### config.mk
export PLATFORM = sky130hd
export DESIGN_NAME = cpu_clock_ctrl
export DESIGN_NICKNAME = d
export VERILOG_FILES = /design/src/rtl/cpu_ctrl_pkg.sv /design/src/rtl/clk_divider.sv /design/src/rtl/cpu_clock_ctrl.sv
export SDC_FILE = /design/constraint.sdc
export NUM_CORES = 1
export LEC_CHECK = 0
export ABC_AREA = 1
export CAP_MARGIN = 10
export CORE_MARGIN = 4
export CORE_UTILIZATION = 50
export CTS_BUF_LIST = sky130_fd_sc_hd__clkbuf_8
export DETAILED_ROUTE_END_ITERATION = 16
export HOLD_SLACK_MARGIN = 0.05
export PLACE_DENSITY = 0.93
export SLEW_MARGIN = 30
export SYNTH_ARGS = -nofsm -noshare
export SYNTH_HDL_FRONTEND = slang
export SYNTH_HIERARCHICAL = 1
export SYNTH_SLANG_ARGS = --single-unit
### constraint.sdc
create_clock -name clk -period 3.1 [get_ports clk]
set_input_delay 0.31 -clock clk [delete_from_list [all_inputs] [get_ports clk]]
set_output_delay 0.31 -clock clk [all_outputs]
set_load 0.03 [all_outputs]
### src/rtl/cpu_ctrl_pkg.sv
// Shared definitions for the CPU clock controller: controller states and
// instruction-phase constants.
package cpu_ctrl_pkg;

  typedef enum logic [1:0] {
    HALT  = 2'd0,
    RUN   = 2'd1,
    STEP  = 2'd2,
    DRAIN = 2'd3
  } state_e;

  localparam logic [1:0] LAST_PHASE = 2'd3;

endpackage

### src/rtl/clk_divider.sv
// Programmable clock-enable divider: tick fires once every div+1 enabled
// cycles; the count is held at zero while disabled.
module clk_divider #(
  parameter int unsigned DIV_W = 8
) (
  input  logic             clk,
  input  logic             reset,
  input  logic             en,
  input  logic [DIV_W-1:0] div,
  output logic             tick
);

  logic [DIV_W-1:0] cnt_q, cnt_d;

  // A comparison of >= lets a lowered div take effect at once without
  // waiting for the counter to wrap.
  always_comb begin
    tick  = en && (cnt_q >= div);
    cnt_d = cnt_q;
    if (!en || tick) begin
      cnt_d = '0;
    end else begin
      cnt_d = cnt_q + 1'b1;
    end
  end

  always_ff @(posedge clk) begin
    if (reset) begin
      cnt_q <= '0;
    end else begin
      cnt_q <= cnt_d;
    end
  end

endmodule

### src/rtl/cpu_clock_ctrl.sv
// CPU clock controller: free-run, single-step, drain-to-boundary and
// breakpoint control of a four-phase processor via a divided clock enable.
module cpu_clock_ctrl
  import cpu_ctrl_pkg::*;
#(
  parameter int unsigned DIV_W = 8,
  parameter int unsigned CNT_W = 32
) (
  input  logic             clk,
  input  logic             reset,
  input  logic             run,
  input  logic             halt,
  input  logic             step,
  input  logic [DIV_W-1:0] div,
  input  logic [15:0]      pc,
  input  logic             bp_en,
  input  logic [15:0]      bp_addr,
  input  logic             halt_insn,
  output logic             cpu_en,
  output logic [1:0]       phase,
  output logic             instr_done,
  output logic             running,
  output logic             stopped_bp,
  output logic [CNT_W-1:0] cyc_cnt
);

  state_e           state_q;
  logic [1:0]       phase_q;
  logic             stopped_bp_q;
  logic [CNT_W-1:0] cyc_cnt_q;
  logic             first_q;
  logic             tick;
  logic             bp_hit;

  clk_divider #(
    .DIV_W(DIV_W)
  ) u_div (
    .clk  (clk),
    .reset(reset),
    .en   (state_q != HALT),
    .div  (div),
    .tick (tick)
  );

  // The breakpoint must veto the very tick that would start the instruction,
  // so the enable path is combinational from the divider and pc compare.
  always_comb begin
    bp_hit     = tick && (state_q == RUN) && (phase_q == 2'd0) && bp_en &&
                 (pc == bp_addr) && !first_q;
    cpu_en     = tick && !bp_hit;
    instr_done = cpu_en && (phase_q == LAST_PHASE);
    running    = (state_q != HALT);
    phase      = phase_q;
    stopped_bp = stopped_bp_q;
    cyc_cnt    = cyc_cnt_q;
  end

  always_ff @(posedge clk) begin
    if (reset) begin
      state_q      <= HALT;
      phase_q      <= '0;
      stopped_bp_q <= 1'b0;
      cyc_cnt_q    <= '0;
      first_q      <= 1'b0;
    end else begin
      if (cpu_en) begin
        phase_q   <= phase_q + 2'd1;
        cyc_cnt_q <= cyc_cnt_q + 1'b1;
      end
      if (instr_done) begin
        first_q <= 1'b0;
      end
      unique case (state_q)
        HALT: begin
          if (!halt && step) begin
            state_q      <= STEP;
            stopped_bp_q <= 1'b0;
            first_q      <= 1'b1;
          end else if (!halt && run) begin
            state_q      <= RUN;
            stopped_bp_q <= 1'b0;
            first_q      <= 1'b1;
          end
        end
        RUN: begin
          // A halt landing exactly on a boundary stops there rather than
          // draining a whole further instruction.
          if (bp_hit) begin
            state_q      <= HALT;
            stopped_bp_q <= 1'b1;
          end else if (instr_done && (halt_insn || halt)) begin
            state_q <= HALT;
          end else if (halt) begin
            state_q <= DRAIN;
          end
        end
        STEP: begin
          if (instr_done) begin
            state_q <= HALT;
          end else if (halt) begin
            state_q <= DRAIN;
          end
        end
        DRAIN: begin
          if (instr_done) begin
            state_q <= HALT;
          end
        end
        default: state_q <= HALT;
      endcase
    end
  end

endmodule
==> Flow_metrics.wiki, run 1 <==
{| class="wikitable"
! Metric !! Value
|-
| Iteration count of the initial detailed-routing pass || 5
|-
| Most frequent CP cell || sky130_fd_sc_hd__nand2_1
|-
| Die Width || 86.8 um
|-
| Hold-critical path depth || 2
|-
| Setup WS pre-CTS || -2.54 ps
|-
| Clock Root Buffer || sky130_fd_sc_hd__clkbuf_8
|-
| CTS buffer count || 5
|-
| DRC violation count after routing || 0
|-
| Type of element launching the critical path || input pin
|-
| Data arrival, critical path || 2540 ps
|-
| Post-CTS Hold Buffers || 0
|-
| Total I/O pin count || 85
|-
| Number of endpoints with negative hold slack in the final report || 0
|-
| Share of the cycle needed by the critical path after routing || 0.919
|-
| Share of layout cells above drive strength 1 || 0.0830
|-
| Critical-path maximum fanout || 2
|-
| Sequential share of the synthesized area || 0.297
|-
| CP peak stage delay || 470 ps
|-
| Final Net Count || 636
|-
| Setup slack of the worst register-to-register path || 550 ps
|-
| Syn avg cell area || 6.42 sq um
|-
| Final Instance Count excl. Fillers || 653
|-
| Synth Register Bits || 46
|-
| Largest net degree at the start of global routing || 28
|-
| HPWL after detailed placement || 6620 um
|-
| Number of buffers on the longest clock path || 2
|-
| Via-per-instance ratio || 5.15
|-
| Tightest Pin Transition || 443 ps
|-
| Worst endpoint required time || 2790 ps
|-
| Global-route usage over all layers || 0.223
|-
| Final-report setup violation count || 0
|-
| Source of the worst hold timing path || first_q
|-
| Total negative slack for setup checks || 0 ps
|-
| Commonest cells after routing, fill and taps aside || 152 x sky130_fd_sc_hd__nand2_1, 82 x sky130_fd_sc_hd__clkdlybuf4s50_1, 69 x sky130_fd_sc_hd__inv_1
|-
| Cell total after placement || 643
|-
| Routed wire length || 8390 um
|-
| Family with the most delay on the worst path || buffers and inverters
|-
| Count of nets left with antenna violations after detail routing || 0
|-
| Cells on worst reg2reg path || 23
|-
| Worst Setup End Kind || primary output
|-
| Highest-delay cell along the critical path || sky130_fd_sc_hd__clkdlybuf4s50_1
|-
| Wire length of the first global-routing pass || 13,800 um
|-
| Antenna diodes || 0
|-
| Total nets after synthesis || 543
|-
| Cells after Synth || 484
|-
| Sum of buffers and inverters on the critical path || 6
|-
| Yosys warning count || 6
|-
| Critical R2R Capture || cyc_cnt[9]
|-
| Clk_lat worst skew || 300 ps
|-
| Minimum clock period || 2850 ps
|-
| # rows || 28
|-
| Die extent in y || 86.8 um
|-
| Class of the tightest hold or removal check || reg -> reg
|-
| Hold-critical path endpoint || first_q
|-
| CTS sink count || 46
|-
| Synthesized cell area || 0.00311 sq mm
|-
| Number of different library cells in the post-synthesis netlist || 29
|-
| Most common library cell in the layout ignoring fill and taps || sky130_fd_sc_hd__nand2_1
|-
| Final Wtd Congestion || 0.908
|-
| TritonCTS clock tree || done
|-
| Final number of max-transition violations || 0
|-
| Peak supply drop || 0.245 mV
|-
| Area of the core region || 0.00599 sq mm
|-
| Max-capacitance violation count || 0
|-
| Standby leakage power || 1.74 nW
|-
| Die Footprint || 0.00754 sq mm
|-
| Mean routed wirelength per cell || 12.8 um
|-
| Relative max-transition margin || 0.702
|-
| Area Overhead vs Synth || 35.9%
|-
| Setup Crit Path Kind || in -> out
|-
| Antenna violations before repair || 0
|-
| Count of buffers inserted at the top-level ports || 84
|-
| Achievable clock frequency || 351 MHz
|-
| Startpoint of the worst-slack reg-to-reg timing path || u_div/cnt_q[3]
|-
| Pwr dens || 296 mW/mm^2
|-
| GRT overflow || 0
|-
| 1st-iter DRT viols || 162
|-
| Via count of the first global-routing pass || 3,298
|-
| Detailed-route via count || 3,361
|-
| Ordered list of cells on the worst path || clkdlybuf4s50_1, inv_1, ha_1, nand2_1, a21oi_2, nor2_2, nand3_1, nand2_1, inv_1, nand2_1, inv_1, nand2_1, nor2_1, nand2_1, nor2_2, nand3_2, nand3_1, inv_1, clkdlybuf4s15_1
|-
| Effective utilization at floorplan || 0.518
|-
| Post-route clock skew || 6.67 ps
|-
| Total number of H-tree levels || 2
|-
| Post-layout worst setup margin || 252 ps
|-
| Clk slew on worst S/H paths || 80 ps
|-
| Run status || finished clean
|}
[cells in the mapped netlist]
| cell type | count | area share |
|---|---|---|
| sky130_fd_sc_hd__or2_2 | 2 | 0.0040 |
| sky130_fd_sc_hd__nor2_1 | 53 | 0.064 |
| sky130_fd_sc_hd__xor2_1 | 20 | 0.056 |
| sky130_fd_sc_hd__nand4_4 | 1 | 0.0068 |
| sky130_fd_sc_hd__nor4_4 | 1 | 0.0068 |
| sky130_fd_sc_hd__o21ai_1 | 3 | 0.0048 |
| sky130_fd_sc_hd__a21o_1 | 1 | 0.0024 |
| sky130_fd_sc_hd__nand2_1 | 153 | 0.18 |
| sky130_fd_sc_hd__nand3_1 | 11 | 0.018 |
| sky130_fd_sc_hd__buf_4 | 2 | 0.0048 |
| sky130_fd_sc_hd__nand2_4 | 1 | 0.0036 |
| sky130_fd_sc_hd__nor3_1 | 12 | 0.019 |
| sky130_fd_sc_hd__nor2_2 | 3 | 0.0060 |
| sky130_fd_sc_hd__a21oi_1 | 33 | 0.053 |
| sky130_fd_sc_hd__dfxtp_1 | 46 | 0.30 |
| sky130_fd_sc_hd__inv_2 | 3 | 0.0036 |
| sky130_fd_sc_hd__nand3_2 | 4 | 0.013 |
| sky130_fd_sc_hd__inv_1 | 69 | 0.083 |
| sky130_fd_sc_hd__ha_1 | 12 | 0.048 |
| sky130_fd_sc_hd__nand4_1 | 8 | 0.016 |
| sky130_fd_sc_hd__nor4_1 | 9 | 0.018 |
| sky130_fd_sc_hd__a21oi_2 | 4 | 0.011 |
| sky130_fd_sc_hd__clkbuf_1 | 3 | 0.0036 |
| sky130_fd_sc_hd__buf_6 | 1 | 0.0036 |
| sky130_fd_sc_hd__buf_2 | 4 | 0.0064 |
| sky130_fd_sc_hd__o21ai_0 | 8 | 0.013 |
| sky130_fd_sc_hd__nor3_2 | 2 | 0.0064 |
| sky130_fd_sc_hd__xnor2_1 | 14 | 0.039 |
| sky130_fd_sc_hd__nand2_2 | 1 | 0.0020 |
[sequential cells by signal (all words and copies together) (netlist names)]
register	cells
stopped_bp	1
first_q	1
cyc_cnt	32
state_q	2
phase	2
u_div/cnt_q	8
[worst max-delay path by stage]
stage | startpoint | to | slack [ps] | cells after the start
after floorplan | div[7] | cpu_en | 780 | 18
after global placement | div[7] | instr_done | 60 | 19
after detailed placement | div[7] | instr_done | -3 | 19
after CTS | div[7] | cpu_en | 170 | 20
after global routing | div[5] | instr_done | -20 | 19
final | div[5] | instr_done | 250 | 19
[stage by stage]
stage	area [sq um]	utilization	power, mW	hold slack (ps)
after global placement	4060	0.677	0.810	452
after CTS	4160	0.695	1.26	467
after floorplan	3110	-	0.726	440
after global routing	4220	0.705	1.31	486
final	4220	0.705	1.25	466
after detailed placement	4060	0.677	0.820	455
[power breakdown]
| part | internal [mW] | leakage (nW) | switching (mW) |
|---|---|---|---|
| clock | 0.237 | 0.0579 | 0.204 |
| sequential | 0.600 | 0.371 | 0.00944 |
| combinational | 0.103 | 1.31 | 0.0969 |
[cell type report]
cell class | count | area, sq um
Multi-Input combinational cell | 356 | 1900
Inverter | 72 | 270
Fill cell | 488 | 1770
Timing Repair Buffer | 96 | 928
Clock inverter | 3 | 40.0
Clock buffer | 5 | 68.8
Sequential cell | 46 | 921
Tap cell | 75 | 93.8
[worst register-to-register path: cells and delay by family (launching register included)]
kind	cells	cell delay, ps
AO/OA/AOI/OAI	2	230
buffers and inverters	6	580
AND/OR/NAND/NOR	14	870
flip-flops	1	480
adder cells (fa/ha/maj)	1	250
[layer usage]
layer	share of wire	vias to the layer above	global-route usage
li1	-	1699	-
met1	0.41	1535	0.259
met5	0	-	0
met4	0.022	0	0.0680
met3	0.051	19	0.0285
met2	0.52	108	0.420
[kinds of logic after synthesis]
kind of cell / share of synthesized area
buffers and inverters: 0.106
AO/OA/AOI/OAI: 0.0846
adder cells (fa/ha/maj): 0.0483
AND/OR/NAND/NOR: 0.369
flip-flops: 0.297
XOR/XNOR: 0.0959
[timing repair]
action	CTS	global route
endpoints found under the setup margin	1	2
buffers inserted	0	2
pin swaps	0	4
gates resized for setup	1	7
Note: power is estimated with default switching activity, not from simulation.
==> run 2, diff against run 1 <==
--- a/config.mk
+++ b/config.mk
@@ -5,10 +5,10 @@
 export SDC_FILE = /design/constraint.sdc
 export NUM_CORES = 1
 export LEC_CHECK = 0
-export ABC_AREA = 1
+export ABC_AREA = 0
 export CAP_MARGIN = 10
 export CORE_MARGIN = 4
-export CORE_UTILIZATION = 50
+export CORE_UTILIZATION = 48
 export CTS_BUF_LIST = sky130_fd_sc_hd__clkbuf_8
 export DETAILED_ROUTE_END_ITERATION = 16
 export HOLD_SLACK_MARGIN = 0.05
@@ -18,3 +18,4 @@
 export SYNTH_HDL_FRONTEND = slang
 export SYNTH_HIERARCHICAL = 1
 export SYNTH_SLANG_ARGS = --single-unit
+export TNS_END_PERCENT = 50
==> run 2 against run 1 <==
  * Register-to-register slack got worse by 170 ps
  * Sequential power fell by 1%
  * Hold slack improved by 10 ps
  * Fmax barely moved
  * Final area fell by 13%
  * Non-clock buffer count fell by 3
  * Sequential share of layout area rose by 3.2 points
  * Wire length fell by 16%
  * Synthesized area fell by 17%
  * Combinational power fell by 33%
  * Final cell count fell by 28%
  * Clock skew rose by 7.3 ps
  * Critical path type is now in -> reg
  * Critical endpoint is now cyc_cnt[11]
  * Largest cell class unchanged
  * Highest routed layer unchanged
==> Flow_metrics.wiki, run 2 <==
{| class="wikitable"
! Metric !! Value
|-
| Antenna diodes || 0 (unchanged)
|-
| Number of buffers on the longest clock path || 2 (unchanged)
|-
| CTS sink count || 46 (unchanged)
|-
| Synth Register Bits || 46 (unchanged)
|-
| Top cell type by total area after synthesis || sky130_fd_sc_hd__dfxtp_1 (unchanged)
|-
| Pwr dens || 351 mW/mm^2 (was 296 mW/mm^2)
|-
| Share of the cycle needed by the critical path after routing || 0.918 (was 0.919)
|-
| Class of the tightest hold or removal check || reg -> reg (unchanged)
|-
| Unrepaired setup endpoints after global routing || no
|-
| Run status || finished clean (unchanged)
|-
| Cell total after placement || 459 (was 643)
|-
| TritonCTS clock tree || done (unchanged)
|-
| Mean routed wirelength per cell || 15.1 um (was 12.8 um)
|-
| 1st-iter DRT viols || 191 (was 162)
|-
| Cells after Synth || 305 (was 484)
|-
| Total nets after synthesis || 364 (was 543)
|-
| Minimum hold slack || 476 ps (was 466 ps)
|-
| Flip-flop cell with the highest count after synthesis || sky130_fd_sc_hd__dfxtp_1 (unchanged)
|-
| Post-route cell area || 0.00368 sq mm (was 0.00422 sq mm)
|-
| Post-layout worst setup margin || 253 ps (was 252 ps)
|-
| Number of endpoints with negative hold slack in the final report || 0 (unchanged)
|-
| Iteration count of the initial detailed-routing pass || 4 (was 5)
|-
| Clock Root Buffer || sky130_fd_sc_hd__clkbuf_8 (unchanged)
|-
| HPWL after detailed placement || 5430 um (was 6620 um)
|-
| Max-capacitance violation count || 0 (unchanged)
|-
| Most common library cell in the layout ignoring fill and taps || sky130_fd_sc_hd__clkdlybuf4s50_1 (was sky130_fd_sc_hd__nand2_1)
|-
| Top metal layer carrying routed signals || met4 (unchanged)
|-
| Die Width || 81.5 um (was 86.8 um)
|-
| Via-per-instance ratio || 5.64 (was 5.15)
|-
| Number of different library cells in the post-synthesis netlist || 45 (was 29)
|-
| Die Footprint || 0.00664 sq mm (was 0.00754 sq mm)
|-
| # rows || 26 (was 28)
|-
| Area Overhead vs Synth || 42.1% (was 35.9%)
|-
| Setup Crit Path Kind || in -> reg (was in -> out)
|-
| Highest-delay cell along the critical path || sky130_fd_sc_hd__clkdlybuf4s50_1 (unchanged)
|-
| Post-route clock skew || 14.0 ps (was 6.67 ps)
|-
| Syn avg cell area || 8.50 sq um (was 6.42 sq um)
|-
| Share of layout cells above drive strength 1 || 0.0882 (was 0.0830)
|-
| Commonest cells after routing, fill and taps aside || 82 x sky130_fd_sc_hd__clkdlybuf4s50_1, 46 x sky130_fd_sc_hd__dfxtp_1, 31 x sky130_fd_sc_hd__nor2_1 (was 152 x sky130_fd_sc_hd__nand2_1, 82 x sky130_fd_sc_hd__clkdlybuf4s50_1, 69 x sky130_fd_sc_hd__inv_1)
|-
| Async S/R FF share, synth || 0 (unchanged)
|-
| Clk_lat worst skew || 300 ps (about the same)
|-
| Top cell types by occurrence after synthesis || 46 x sky130_fd_sc_hd__dfxtp_1, 32 x sky130_fd_sc_hd__nor2_1, 28 x sky130_fd_sc_hd__xor2_1, 25 x sky130_fd_sc_hd__a21oi_1, 18 x sky130_fd_sc_hd__nand2_1 (was 153 x sky130_fd_sc_hd__nand2_1, 69 x sky130_fd_sc_hd__inv_1, 53 x sky130_fd_sc_hd__nor2_1, 46 x sky130_fd_sc_hd__dfxtp_1, 33 x sky130_fd_sc_hd__a21oi_1)
|-
| Largest net degree at the start of global routing || 21 (was 28)
|-
| DRC violation count after routing || 0 (unchanged)
|-
| Count of flip-flops with a built-in enable after synthesis || 0 (unchanged)
|-
| Final Net Count || 455 (was 636)
|-
| Detailed-route via count || 2,634 (was 3,361)
|-
| Wire length of the first global-routing pass || 11,400 um (was 13,800 um)
|-
| CP peak stage delay || 460 ps (was 470 ps)
|-
| GRT overflow || 0 (unchanged)
|-
| Post-layout power || 1.29 mW (was 1.25 mW)
|-
| Synthesized cell area || 0.00259 sq mm (was 0.00311 sq mm)
|-
| Count of buffers inserted at the top-level ports || 84 (unchanged)
|-
| Placement Cell Area || 0.00354 sq mm (was 0.00406 sq mm)
|-
| Relative max-transition margin || 0.488 (was 0.702)
|-
| Global-route usage over all layers || 0.219 (was 0.223)
|-
| Setup WS pre-CTS || -173 ps (was -2.54 ps)
|-
| Tightest Pin Transition || 766 ps (was 443 ps)
|-
| Sum of met2 wire segment lengths after detailed routing || 3500 um (was 4350 um)
|-
| Area of the core region || 0.00517 sq mm (was 0.00599 sq mm)
|-
| Type of element launching the critical path || input pin (unchanged)
|-
| Final Util || 0.712 (was 0.705)
|-
| Post-synth top area share || 0.355 (was 0.297)
|-
| Max FFs per register || 32 (unchanged)
|-
| Final Wtd Congestion || 0.808 (was 0.908)
|-
| Worst endpoint required time || 3330 ps (was 2790 ps)
|-
| Achievable clock frequency || 351 MHz (about the same)
|-
| Peak supply drop || 0.265 mV (was 0.245 mV)
|-
| Total number of H-tree levels || 2 (unchanged)
|-
| Sequential share of the synthesized area || 0.355 (was 0.297)
|-
| Met1 wire length || 2840 um (was 3430 um)
|-
| Critical-path maximum fanout || 14 (was 2)
|-
| Ordered list of cells on the worst path || clkdlybuf4s50_1, inv_1, ha_1, a211oi_2, o21ai_1, a21oi_1, nor2b_1, nor4bb_2, nand4_1, buf_4, o211ai_1, buf_4, or3_1, a21oi_1 (was clkdlybuf4s50_1, inv_1, ha_1, nand2_1, a21oi_2, nor2_2, nand3_1, nand2_1, inv_1, nand2_1, inv_1, nand2_1, nor2_1, nand2_1, nor2_2, nand3_2, nand3_1, inv_1, clkdlybuf4s15_1)
|-
| CTS buffer count || 5 (unchanged)
|-
| Yosys warning count || 6 (unchanged)
|-
| Total negative slack for setup checks || 0 ps (unchanged)
|-
| Standby leakage power || 1.33 nW (was 1.74 nW)
|-
| Via count of the first global-routing pass || 2,556 (was 3,298)
|-
| Total I/O pin count || 85 (unchanged)
|-
| Die extent in y || 81.5 um (was 86.8 um)
|-
| Final-report setup violation count || 0 (unchanged)
|-
| Clk slew on worst S/H paths || 90 ps (was 80 ps)
|-
| Minimum clock period || 2850 ps (about the same)
|-
| Count of nets left with antenna violations after detail routing || 0 (unchanged)
|-
| Worst Setup End Kind || register (was primary output)
|-
| Data arrival, critical path || 3070 ps (was 2540 ps)
|-
| Final number of max-transition violations || 0 (unchanged)
|-
| Routed wire length || 7070 um (was 8390 um)
|-
| Antenna violations before repair || 0 (unchanged)
|-
| Largest cells by area after synthesis || sky130_fd_sc_hd__dfxtp_1 36%, sky130_fd_sc_hd__xor2_1 9.5%, sky130_fd_sc_hd__ha_1 5.8% (was sky130_fd_sc_hd__dfxtp_1 30%, sky130_fd_sc_hd__nand2_1 18%, sky130_fd_sc_hd__inv_1 8.3%)
|-
| WL met3 || 611 um (was 426 um)
|-
| Cell with the most instances after synthesis || sky130_fd_sc_hd__dfxtp_1 (was sky130_fd_sc_hd__nand2_1)
|-
| Final Instance Count excl. Fillers || 467 (was 653)
|-
| Effective utilization at floorplan || 0.501 (was 0.518)
|}
-- run 2: cell count changes in the layout (fill, tap and decap cells not counted), moves of 9 or more --
cell                       previous run  this run
sky130_fd_sc_hd__nand2_1            152        18
sky130_fd_sc_hd__inv_1               69        16
sky130_fd_sc_hd__nor2_1              52        31
sky130_fd_sc_hd__or3_1                0        10
sky130_fd_sc_hd__o211ai_1             0         9
-- run 2: routing by layer --
metal  track usage  vias up
li1              -     1275
met1         0.248     1208
met2         0.389      128
met3        0.0702       23
met4        0.0642        0
met5             0        -
-- run 2: layout make-up --
cell class                 instances  area [sq um]
multi-input combinational        234          1570
fill                             361          1490
sequential                        46           921
timing repair buffer              93           898
tap                               70          87.6
clock buffer                       6          82.6
clock inverter                     2          60.1
inverter                          16          60.1
-- run 2: logic make-up (layout without fill, tap and decap cells) --
group	count (synthesis)	count (layout)	share of synthesized area
buf+inv	25	117	0.0410
fa+ha+maj	12	12	0.0579
compound gates	68	68	0.168
simple gates	116	116	0.249
xor+xnor	36	36	0.122
mux	2	2	0.00773
flops	46	46	0.355
-- run 2: power by group --
group	internal [mW]	leakage (nW)	switching (mW)	total, mW
Sequential	0.597	0.371	0.00652	0.603
Combinational	0.0818	0.891	0.0535	0.135
Clock	0.344	0.0714	0.209	0.553
Total	1.02	1.33	0.269	1.29
-- run 2: worst paths after layout --
check	from	to	slack, ps	cells after the start
max	div[2]	cyc_cnt[11]	250	14
min	u_div/cnt_q[0]	u_div/cnt_q[0]	480	1
max reg2reg	u_div/cnt_q[2]	cyc_cnt[11]	380	12
min reg2reg	u_div/cnt_q[0]	u_div/cnt_q[0]	480	1
-- run 2: worst max-delay path, delay by kind of cell --
family                     cells  cell delay, ps
buffers and inverters          4             930
AOI/OAI and AO/OA              5             780
and+or+nand+nor                4             760
adders and majority gates      1             300
-- run 2: repair_timing --
action / CTS / global route
endpoints found under the setup margin: 2 / 2
hold buffers: 0 / 0
pin swaps: 0 / 2
gates resized for setup: 2 / 7
buffers inserted: 0 / 0
